**config.mk**
```make
export PLATFORM = sky130hd
export DESIGN_NAME = arcade_input_mapper
export DESIGN_NICKNAME = d
export VERILOG_FILES = /design/src/rtl/arcade_input_mapper.sv
export SDC_FILE = /design/constraint.sdc
export NUM_CORES = 1
export LEC_CHECK = 0
export BUFFER_PORTS_ARGS = -buffer_cell sky130_fd_sc_hd__buf_2
export CELL_PAD_IN_SITES_DETAIL_PLACEMENT = 1
export CELL_PAD_IN_SITES_GLOBAL_PLACEMENT = 1
export CORE_MARGIN = 2
export CORE_UTILIZATION = 23
export CTS_BUF_LIST = sky130_fd_sc_hd__clkbuf_4
export DETAILED_ROUTE_END_ITERATION = 12
export PLACE_DENSITY_LB_ADDON = 0.1
export SETUP_SLACK_MARGIN = 0.02
export SLEW_MARGIN = 20
export SYNTH_ARGS = -nofsm -noshare
export SYNTH_HDL_FRONTEND = slang
export SYNTH_SLANG_ARGS = --single-unit
export TNS_END_PERCENT = 30
```
**constraint.sdc**
```tcl
create_clock -name i_clk -period 3.3 [get_ports i_clk]
set_input_delay 0.33 -clock i_clk [delete_from_list [all_inputs] [get_ports i_clk]]
set_output_delay 0.33 -clock i_clk [all_outputs]
set_load 0.03 [all_outputs]
```
**src/rtl/arcade_input_mapper.sv**
```systemverilog
// arcade_input_mapper: MiSTer joystick words -> active-low PLAYERn buses with coin stretch,
//   SOCD resolution, VBLANK-paced autofire and a latched pause toggle.
// Latency: 2 i_clk cycles from joystick/vblank to o_player/o_pause. No backpressure: free-running sampled path.
// Optional feature macro: INPUT_AUTOFIRE_EN (frame counter, tick and per-button phase; af_mask honoured).
// Ports: i_clk core clock; RESETn async active-low reset; joystick 16 bits/player active-high
//   (R,L,D,U, buttons, start, coin, service, pause); vblank frame blank; af_mask per-button autofire
//   enable; socd_mode opposing-direction policy; o_player 16 bits/player active-low; o_pause pause level.
module arcade_input_mapper #(
    parameter int          NPLAYERS  = 2,
    parameter int          NBTN      = 2,
    parameter logic [15:0] COIN_CYC  = 16'd53600,
    parameter int          AF_FRAMES = 2
) (
    input  logic                   i_clk,
    input  logic                   RESETn,
    input  logic [16*NPLAYERS-1:0] joystick,
    input  logic                   vblank,
    input  logic [NBTN-1:0]        af_mask,
    input  logic [1:0]             socd_mode,
    output logic [16*NPLAYERS-1:0] o_player,
    output logic                   o_pause
);
    localparam int J_START = 4 + NBTN;
    localparam int J_COIN  = 5 + NBTN;
    localparam int J_SVC   = 6 + NBTN;
    localparam int J_PAUSE = 7 + NBTN;

    // DIR_A is the L/U side of an axis, DIR_B the R/D side.
    typedef enum logic [1:0] {
        DIR_NONE = 2'd0,
        DIR_A    = 2'd1,
        DIR_B    = 2'd2
    } dir_e;

    // Most recent rising edge wins; two edges in one cycle leave the axis undecided.
    function automatic dir_e next_last(input dir_e last, input logic rise_a, input logic rise_b);
        dir_e r;
        r = last;
        if (rise_a && rise_b) begin
            r = DIR_NONE;
        end else if (rise_a) begin
            r = DIR_A;
        end else if (rise_b) begin
            r = DIR_B;
        end
        return r;
    endfunction

    // Returns {b_out, a_out} for one axis.
    function automatic logic [1:0] resolve(input logic [1:0] mode, input logic a, input logic b,
                                           input dir_e last);
        logic [1:0] r;
        r = {b, a};
        if (a && b) begin
            case (mode)
                2'd0:    r = 2'b11;
                2'd2:    r = {last == DIR_B, last == DIR_A};
                default: r = 2'b00;
            endcase
        end
        return r;
    endfunction

    // Stage 1: sampled inputs plus previous-cycle copies for edge detection.
    logic [16*NPLAYERS-1:0] joy_q, joy_prev_q;

    always_ff @(posedge i_clk or negedge RESETn) begin
        if (!RESETn) begin
            joy_q      <= '0;
            joy_prev_q <= '0;
        end else begin
            joy_q      <= joystick;
            joy_prev_q <= joy_q;
        end
    end

    // Not every joystick bit needs an edge detector or a mapping.
    logic unused_joy;
    assign unused_joy = ^{joy_q, joy_prev_q};

    // Conditioned buttons, active-high, player-major.
    logic [NPLAYERS*NBTN-1:0] btn_out;

`ifdef INPUT_AUTOFIRE_EN
    localparam int            FW      = (AF_FRAMES > 1) ? $clog2(AF_FRAMES) : 1;
    localparam logic [FW-1:0] AF_LAST = FW'(AF_FRAMES - 1);

    logic                     vb_q, vb_prev_q, vb_rise, tick;
    logic [FW-1:0]            frame_q, frame_d;
    logic [NPLAYERS*NBTN-1:0] phase_q, phase_d;

    always_ff @(posedge i_clk or negedge RESETn) begin
        if (!RESETn) begin
            vb_q      <= 1'b0;
            vb_prev_q <= 1'b0;
            frame_q   <= '0;
            phase_q   <= '0;
        end else begin
            vb_q      <= vblank;
            vb_prev_q <= vb_q;
            frame_q   <= frame_d;
            phase_q   <= phase_d;
        end
    end

    always_comb begin
        vb_rise = vb_q & ~vb_prev_q;
        tick    = vb_rise && (frame_q == AF_LAST);
        frame_d = frame_q;
        if (vb_rise) begin
            frame_d = tick ? '0 : frame_q + 1'b1;
        end
        phase_d = phase_q;
        btn_out = '0;
        for (int p = 0; p < NPLAYERS; p++) begin
            for (int b = 0; b < NBTN; b++) begin
                // A fresh press always starts on the "fire" phase, so the first shot is immediate.
                if (joy_q[16*p+4+b] && !joy_prev_q[16*p+4+b]) begin
                    phase_d[p*NBTN+b] = 1'b1;
                end else if (tick && joy_q[16*p+4+b]) begin
                    phase_d[p*NBTN+b] = ~phase_q[p*NBTN+b];
                end
                btn_out[p*NBTN+b] = joy_q[16*p+4+b] & (af_mask[b] ? phase_d[p*NBTN+b] : 1'b1);
            end
        end
    end
`else
    always_comb begin
        btn_out = '0;
        for (int p = 0; p < NPLAYERS; p++) begin
            btn_out[p*NBTN +: NBTN] = joy_q[16*p+4 +: NBTN];
        end
    end

    logic unused_af;
    assign unused_af = ^{af_mask, vblank};
`endif

    // Per-player state.
    logic [15:0] coin_cnt_q [NPLAYERS];
    logic [15:0] coin_cnt_d [NPLAYERS];
    dir_e        last_h_q   [NPLAYERS];
    dir_e        last_h_d   [NPLAYERS];
    dir_e        last_v_q   [NPLAYERS];
    dir_e        last_v_d   [NPLAYERS];

    logic [16*NPLAYERS-1:0] player_q, player_d;
    logic                   pause_q, pause_d;

    always_comb begin
        logic [15:0] j, jp, act;
        logic [1:0]  hz, vt;
        logic        pause_now, pause_prev;
        j          = '0;
        jp         = '0;
        act        = '0;
        hz         = '0;
        vt         = '0;
        pause_now  = 1'b0;
        pause_prev = 1'b0;
        player_d   = '1;
        coin_cnt_d = coin_cnt_q;
        last_h_d   = last_h_q;
        last_v_d   = last_v_q;
        for (int p = 0; p < NPLAYERS; p++) begin
            j  = joy_q[16*p +: 16];
            jp = joy_prev_q[16*p +: 16];

            // Reload has priority, so a press landing on the expiry cycle restarts the stretch.
            if (j[J_COIN] && !jp[J_COIN]) begin
                coin_cnt_d[p] = COIN_CYC;
            end else if (coin_cnt_q[p] != 16'd0) begin
                coin_cnt_d[p] = coin_cnt_q[p] - 16'd1;
            end else begin
                coin_cnt_d[p] = 16'd0;
            end

            // Resolve with the updated 'last' so a new press is honoured without an extra cycle.
            last_h_d[p] = next_last(last_h_q[p], j[1] & ~jp[1], j[0] & ~jp[0]);
            last_v_d[p] = next_last(last_v_q[p], j[3] & ~jp[3], j[2] & ~jp[2]);
            hz = resolve(socd_mode, j[1], j[0], last_h_d[p]);   // {R, L}
            vt = resolve(socd_mode, j[3], j[2], last_v_d[p]);   // {D, U}

            act = '0;
            // The previous-cycle coin term gives the held coin one trailing cycle, which lines the
            // held case up with the stretched single-cycle case (COIN_CYC+1 vs N+1).
            act[0]         = j[J_COIN] | jp[J_COIN] | (coin_cnt_q[p] != 16'd0);
            act[1]         = j[J_START];
            act[2 +: NBTN] = btn_out[p*NBTN +: NBTN];
            act[8]         = j[J_SVC];
            act[9]         = hz[0];
            act[10]        = hz[1];
            act[11]        = vt[1];
            act[12]        = vt[0];
            player_d[16*p +: 16] = ~act;

            pause_now  = pause_now | j[J_PAUSE];
            pause_prev = pause_prev | jp[J_PAUSE];
        end
        pause_d = pause_q ^ (pause_now & ~pause_prev);
    end

    // Stage 2: conditioned outputs and per-player state.
    always_ff @(posedge i_clk or negedge RESETn) begin
        if (!RESETn) begin
            player_q <= '1;
            pause_q  <= 1'b0;
            for (int p = 0; p < NPLAYERS; p++) begin
                coin_cnt_q[p] <= 16'd0;
                last_h_q[p]   <= DIR_NONE;
                last_v_q[p]   <= DIR_NONE;
            end
        end else begin
            player_q <= player_d;
            pause_q  <= pause_d;
            for (int p = 0; p < NPLAYERS; p++) begin
                coin_cnt_q[p] <= coin_cnt_d[p];
                last_h_q[p]   <= last_h_d[p];
                last_v_q[p]   <= last_v_d[p];
            end
        end
    end

    assign o_player = player_q;
    assign o_pause  = pause_q;

endmodule

```
# Word level (Yosys, flattened, before mapping)
# Cells that the tools add are included.
[op_classes]
bitwise = 27
addsub = 2
reduce_logical = 15
n_mux = 24
eq_ne = 9
[ops]
columns = ["cell", "n"]
rows = [
  ["16-bit two-way mux", 4],
  ["2-bit two-way mux", 16],
  ["13-bit inverter with 16-bit output", 2],
  ["16-bit nonzero test", 2],
  ["16-bit by 1-bit subtractor with 16-bit output, second input constant", 2],
  ["2-bit case mux with 2 select lines", 4],
  ["2-bit == test, second input constant", 5],
  ["1-bit logical AND", 10],
  ["1-bit bitwise AND", 9],
  ["1-bit inverter", 9],
  ["2-bit by 1-bit == test with 1-bit output, second input constant", 4],
  ["1-bit OR", 6],
  ["1-bit logical NOT", 2],
  ["2-bit logical NOT", 1],
  ["1-bit bitwise XOR", 1],
]
[word_totals]
output_inout_bits = 33
input_bits = 39
ff_bits = 125

# Depth between registers and ports, before layout
[depth]
depth_word = 9
ltp_mapped = 6

# Worst setup path after synthesis
# Ideal clock, no wire load.
[synth_path]
kind = "reg-to-reg"
start = "reg coin_cnt_q[0] (netlist name)"
end = "reg coin_cnt_q[14] (netlist name)"
setup_time_ps = 70
path_stages_with_launch = 7
arrival_time_ps = 1742
period_less_slack_ps = 1813
path_slack_ps = 1487
path_cell_list = "dfrtp_1 inv_1 ha_1 nor3b_1 nand2_2 or4_1 nand3_1"
[synth_lines]
columns = ["item", "line", "source"]
rows = [
  ["from (decl)", "140", "logic [15:0] coin_cnt_q [NPLAYERS];"],
  ["from (signal, indexed assignment)", "217", "coin_cnt_q[p] <= coin_cnt_d[p];"],
]

==> impl_summary.log <==
[metrics] Worst VDD drop: 0.154 mV
[metrics] Int Pwr: ~1.7 mW
[metrics] post-route total power: 2.42 mW
[metrics] CP peak stage delay: between 0.5 and 0.6 ns
[metrics] detailed-route wire length per cell: between 10 and 15 µm
[metrics] library cell contributing the largest single delay on the critical path: sky130_fd_sc_hd__o31ai_4
[metrics] static leakage: around 1.9 nW
[metrics] reported max-cap violation count: 0
[metrics] final net count: between 400 and 500
[metrics] unrepaired setup endpoints after global routing: false
[metrics] total gr overflow: 0
[metrics] part of the power in combinational logic: approximately 18%
[metrics] kind of path behind the tightest hold check: input pin to flop
[metrics] global-route wire length before repair: approximately 12000 µm
[metrics] Post-CTS Setup Repair Bufs: 0
[metrics] iteration count of the initial detailed-routing pass: 4
[metrics] element type at the critical path start: flop
[metrics] maximum number of pins on one net before global-route repair: 56
[metrics] endpoint of the worst register-to-register path: coin_cnt_q[13]$_DFF_PN0_
[metrics] setup tns final: 0 ns
[metrics] area of the core region: about 0.015 mm²
[metrics] maximum level of the CTS H-tree: 3
[metrics] Worst Min Path Start: socd_mode[0]
[metrics] worst flop-to-flop path startpoint: coin_cnt_q[0]$_DFF_PN0_
[metrics] Post-Route Utilization: 28.9%
[metrics] number of antenna violations at the first check in global routing: 0
[metrics] Post-DP HPWL: about 4900 µm
[metrics] post-placement setup slack: around 1.1 ns
[metrics] setup ws final: ~1.1 ns
[metrics] GR Util All Layers: slightly below 10%
[metrics] share of final-layout standard cells stronger than drive strength 1: about 23%
[metrics] number of buffer cells added on primary ports: 42
[metrics] Mean Syn Cell Area: around 12 µm²
[metrics] proportion of power drawn by flip-flops and latches: a little under three fifths
[metrics] power density of the placed cells: roughly 550 mW/mm²
[metrics] TritonCTS clock tree: yes
[metrics] data required time of the worst path: about 3.6 ns
[metrics] vias in the first global route: approximately 2500
[metrics] flip-flop and latch count after synthesis: slightly above 90
[metrics] worst min-delay path endpoint: o_player[27]$_DFF_PN1_
[metrics] Die Width: between 100 and 150 µm
[metrics] result of the run: complete, no violations
[metrics] kind of capture point of the worst setup path: flop
[metrics] iteration-0 DRC count of the detailed router: 62
[metrics] final hold viol count: 0
[metrics] final worst-path cycle share: 65.2%
[metrics] count of instances resized after the clock tree is built: 0
[metrics] worst path bufs/invs: 1
[metrics] sequential element share of the synthesized area: a little under two thirds
[metrics] total number of vias: between 2000 and 2500
[metrics] number of buffers on the longest clock path: 2
[metrics] post-route insts no fill: about 600
[metrics] Starting Density: a little under a quarter
[metrics] reported net switching power: between 0.7 and 0.8 mW
[metrics] number of sinks on the clock net: between 90 and 100
[metrics] cells after synthesis: 310
[metrics] netlist area before placement: roughly 0.0036 mm²
[metrics] maximum clock frequency: 0.465 GHz
[metrics] # IOs: 72
[metrics] total wirelength of the detailed-routed design: 7360 µm
[metrics] worst path arrival time: between 2 and 2.5 ns
[metrics] clk_lat worst skew: 0.46 ns
[metrics] Inst Count DP: 562
[metrics] via density per instance: just under 4
[metrics] most frequent cells in the layout: 73 x sky130_fd_sc_hd__dfrtp_1, 41 x sky130_fd_sc_hd__nor2_1, 41 x sky130_fd_sc_hd__buf_2
[metrics] worst rel slew slack: between 50% and 60%
[metrics] Area growth syn-to-layout: 21.8%
[metrics] vertical extent of the die: 129 µm
[metrics] Switching Fraction: a little under a third
[metrics] Hold Path Stages: 3
[metrics] Cell variety after synth: 37
[metrics] cell family contributing the most delay on the critical path: simple AND/OR/NAND/NOR gates
[metrics] DRC violation count after routing: 0
[metrics] GR Layer Usage met3: under 10%
[metrics] count of antenna diodes in the layout: 0
[metrics] highest net fanout along the worst path: 10
[metrics] Layout fillers: about 1700
[metrics] cell chosen for the clock root: sky130_fd_sc_hd__clkbuf_4
[metrics] clock-pin slew on the worst setup and hold paths: 0.15 ns
[metrics] cts hold-fix bufs: 21
[metrics] setup slack on the worst flop-to-flop path: 1.15 ns
[metrics] met1 layer usage reported by global route: around 12%
[metrics] Warnings, synthesis: 0
[metrics] clock buffers created by TritonCTS: 9
[metrics] number of cells traversed by the worst register-to-register path: 6
[metrics] row count: 45
[metrics] Clk pwr share: between 20% and 30%
[metrics] number of setup violations in the final report: 0
[metrics] WS Path Type: flop to flop
[metrics] cell-by-cell trace of the critical path: inv_1 -> ha_1 -> nor3b_1 -> nand2_2 -> o31ai_4 -> nor2_1
[metrics] overall die area: about 0.017 mm²
[metrics] minimum clock period: 2.15 ns
[metrics] gp weighted congestion: ~0.69
[metrics] remaining number of nets flagged by the antenna check after routing: 0
[metrics] clk_skew: ~0.018 ns
[metrics] worst-margin pin slew: 0.717 ns
[metrics] global route hottest layer: met2
[metrics] met2 Resource Use GR: about 15%
[metrics] max-slew violations: 0
[metrics] most common cell after layout, fill and taps aside: sky130_fd_sc_hd__dfrtp_1
-- metrics by stage --
| step | instance area, µm² | hold slack [ns] |
|---|---|---|
| global placement | 4050 | 0.338 |
| CTS | 4400 | 0.165 |
| floorplan | 3670 | 0.0344 |
| detailed placement | 4050 | 0.342 |
| finish | 4400 | 0.221 |
| global route | 4400 | 0.180 |
-- power by group through the flow --
stage               Combinational (mW)  Clock [mW]  Sequential [mW]
CTS                              0.437       0.696             1.35
global placement                 0.411           0             1.37
detailed placement               0.417           0             1.37
global route                     0.487       0.736             1.37
finish                           0.426       0.645             1.35
floorplan                        0.270           0             1.39
-- worst max-delay path by stage --
| stage | startpoint | endpoint | slack (ns) | depth (start not counted) |
|---|---|---|---|---|
| floorplan | coin_cnt_q[0]$_DFF_PN0_ | coin_cnt_q[14]$_DFF_PN0_ | 1.49 | 6 |
| global placement | coin_cnt_q[0]$_DFF_PN0_ | coin_cnt_q[11]$_DFF_PN0_ | 1.10 | 6 |
| detailed placement | coin_cnt_q[0]$_DFF_PN0_ | coin_cnt_q[2]$_DFF_PN0_ | 1.14 | 6 |
| CTS | coin_cnt_q[0]$_DFF_PN0_ | coin_cnt_q[10]$_DFF_PN0_ | 1.07 | 6 |
| global route | coin_cnt_q[0]$_DFF_PN0_ | coin_cnt_q[11]$_DFF_PN0_ | 0.87 | 6 |
| finish | coin_cnt_q[0]$_DFF_PN0_ | coin_cnt_q[13]$_DFF_PN0_ | 1.15 | 6 |
-- worst min-delay path: stages --
cell and delay, ns:
sky130_fd_sc_hd__buf_2 0.16, sky130_fd_sc_hd__a21oi_1 0.12, sky130_fd_sc_hd__o21ai_0 0.08
-- cell usage after synthesis, drive strengths merged --
cell,count,area share (%)
o41ai,1,0.24
or3,1,0.17
nor2,41,4.3
dfstp,18,13
or4b,1,0.28
o21ai,26,3.6
or4,5,1.0
ha,2,0.69
nor2b,17,2.9
o31ai,5,1.8
dfrtp,73,51
buf,16,3.1
nand2,10,1.3
xor2,17,4.1
nand3,9,1.2
nor3b,3,0.62
nand2b,7,1.2
nand4,1,0.17
clkbuf,1,0.10
nor3,7,1.1
inv,20,2.1
o311ai,1,0.24
nand3b,3,0.62
xnor2,5,1.2
nor4,6,2.0
conb,1,0.10
o211ai,2,0.41
a21oi,9,1.2
nand4b,2,0.48
-- final cells by class --
| class | count | area [µm²] | area share (%) |
|---|---|---|---|
| clock inverter | 5 | 63.8 | 1.45 |
| sequential | 91 | 2300 | 52.2 |
| multi-input combinational | 195 | 1170 | 26.6 |
| clock buffer | 11 | 82.6 | 1.88 |
| timing repair buffer | 66 | 445 | 10.1 |
| inverter | 20 | 75.1 | 1.70 |
| tap | 211 | 264 | 5.99 |
-- flip-flops by register name, indices dropped and copies added, names as in the netlist --
name / flops
coin_cnt_q: 32
joy_q: 20
o_player: 18
joy_prev_q: 12
last_h_q: 4
last_v_q: 4
o_pause: 1
-- routing by layer --
layer,share of wire [%],vias up
li1,-,1144
met1,48,1183
met2,46,42
met3,4.3,7
met4,1.6,0
met5,0,-
-- cell families (layout without fill, tap and decap cells) --
group           after synthesis  count (layout)  synth area share [%]
compound gates               44              44                  7.54
xor+xnor                     22              22                  5.33
fa+ha+maj                     2               2                 0.692
buf+inv                      37             102                  5.33
flops                        91              91                  63.6
other cells                   1              14                 0.104
simple gates                113             113                  17.4
(Power assumes the default switching activity.)
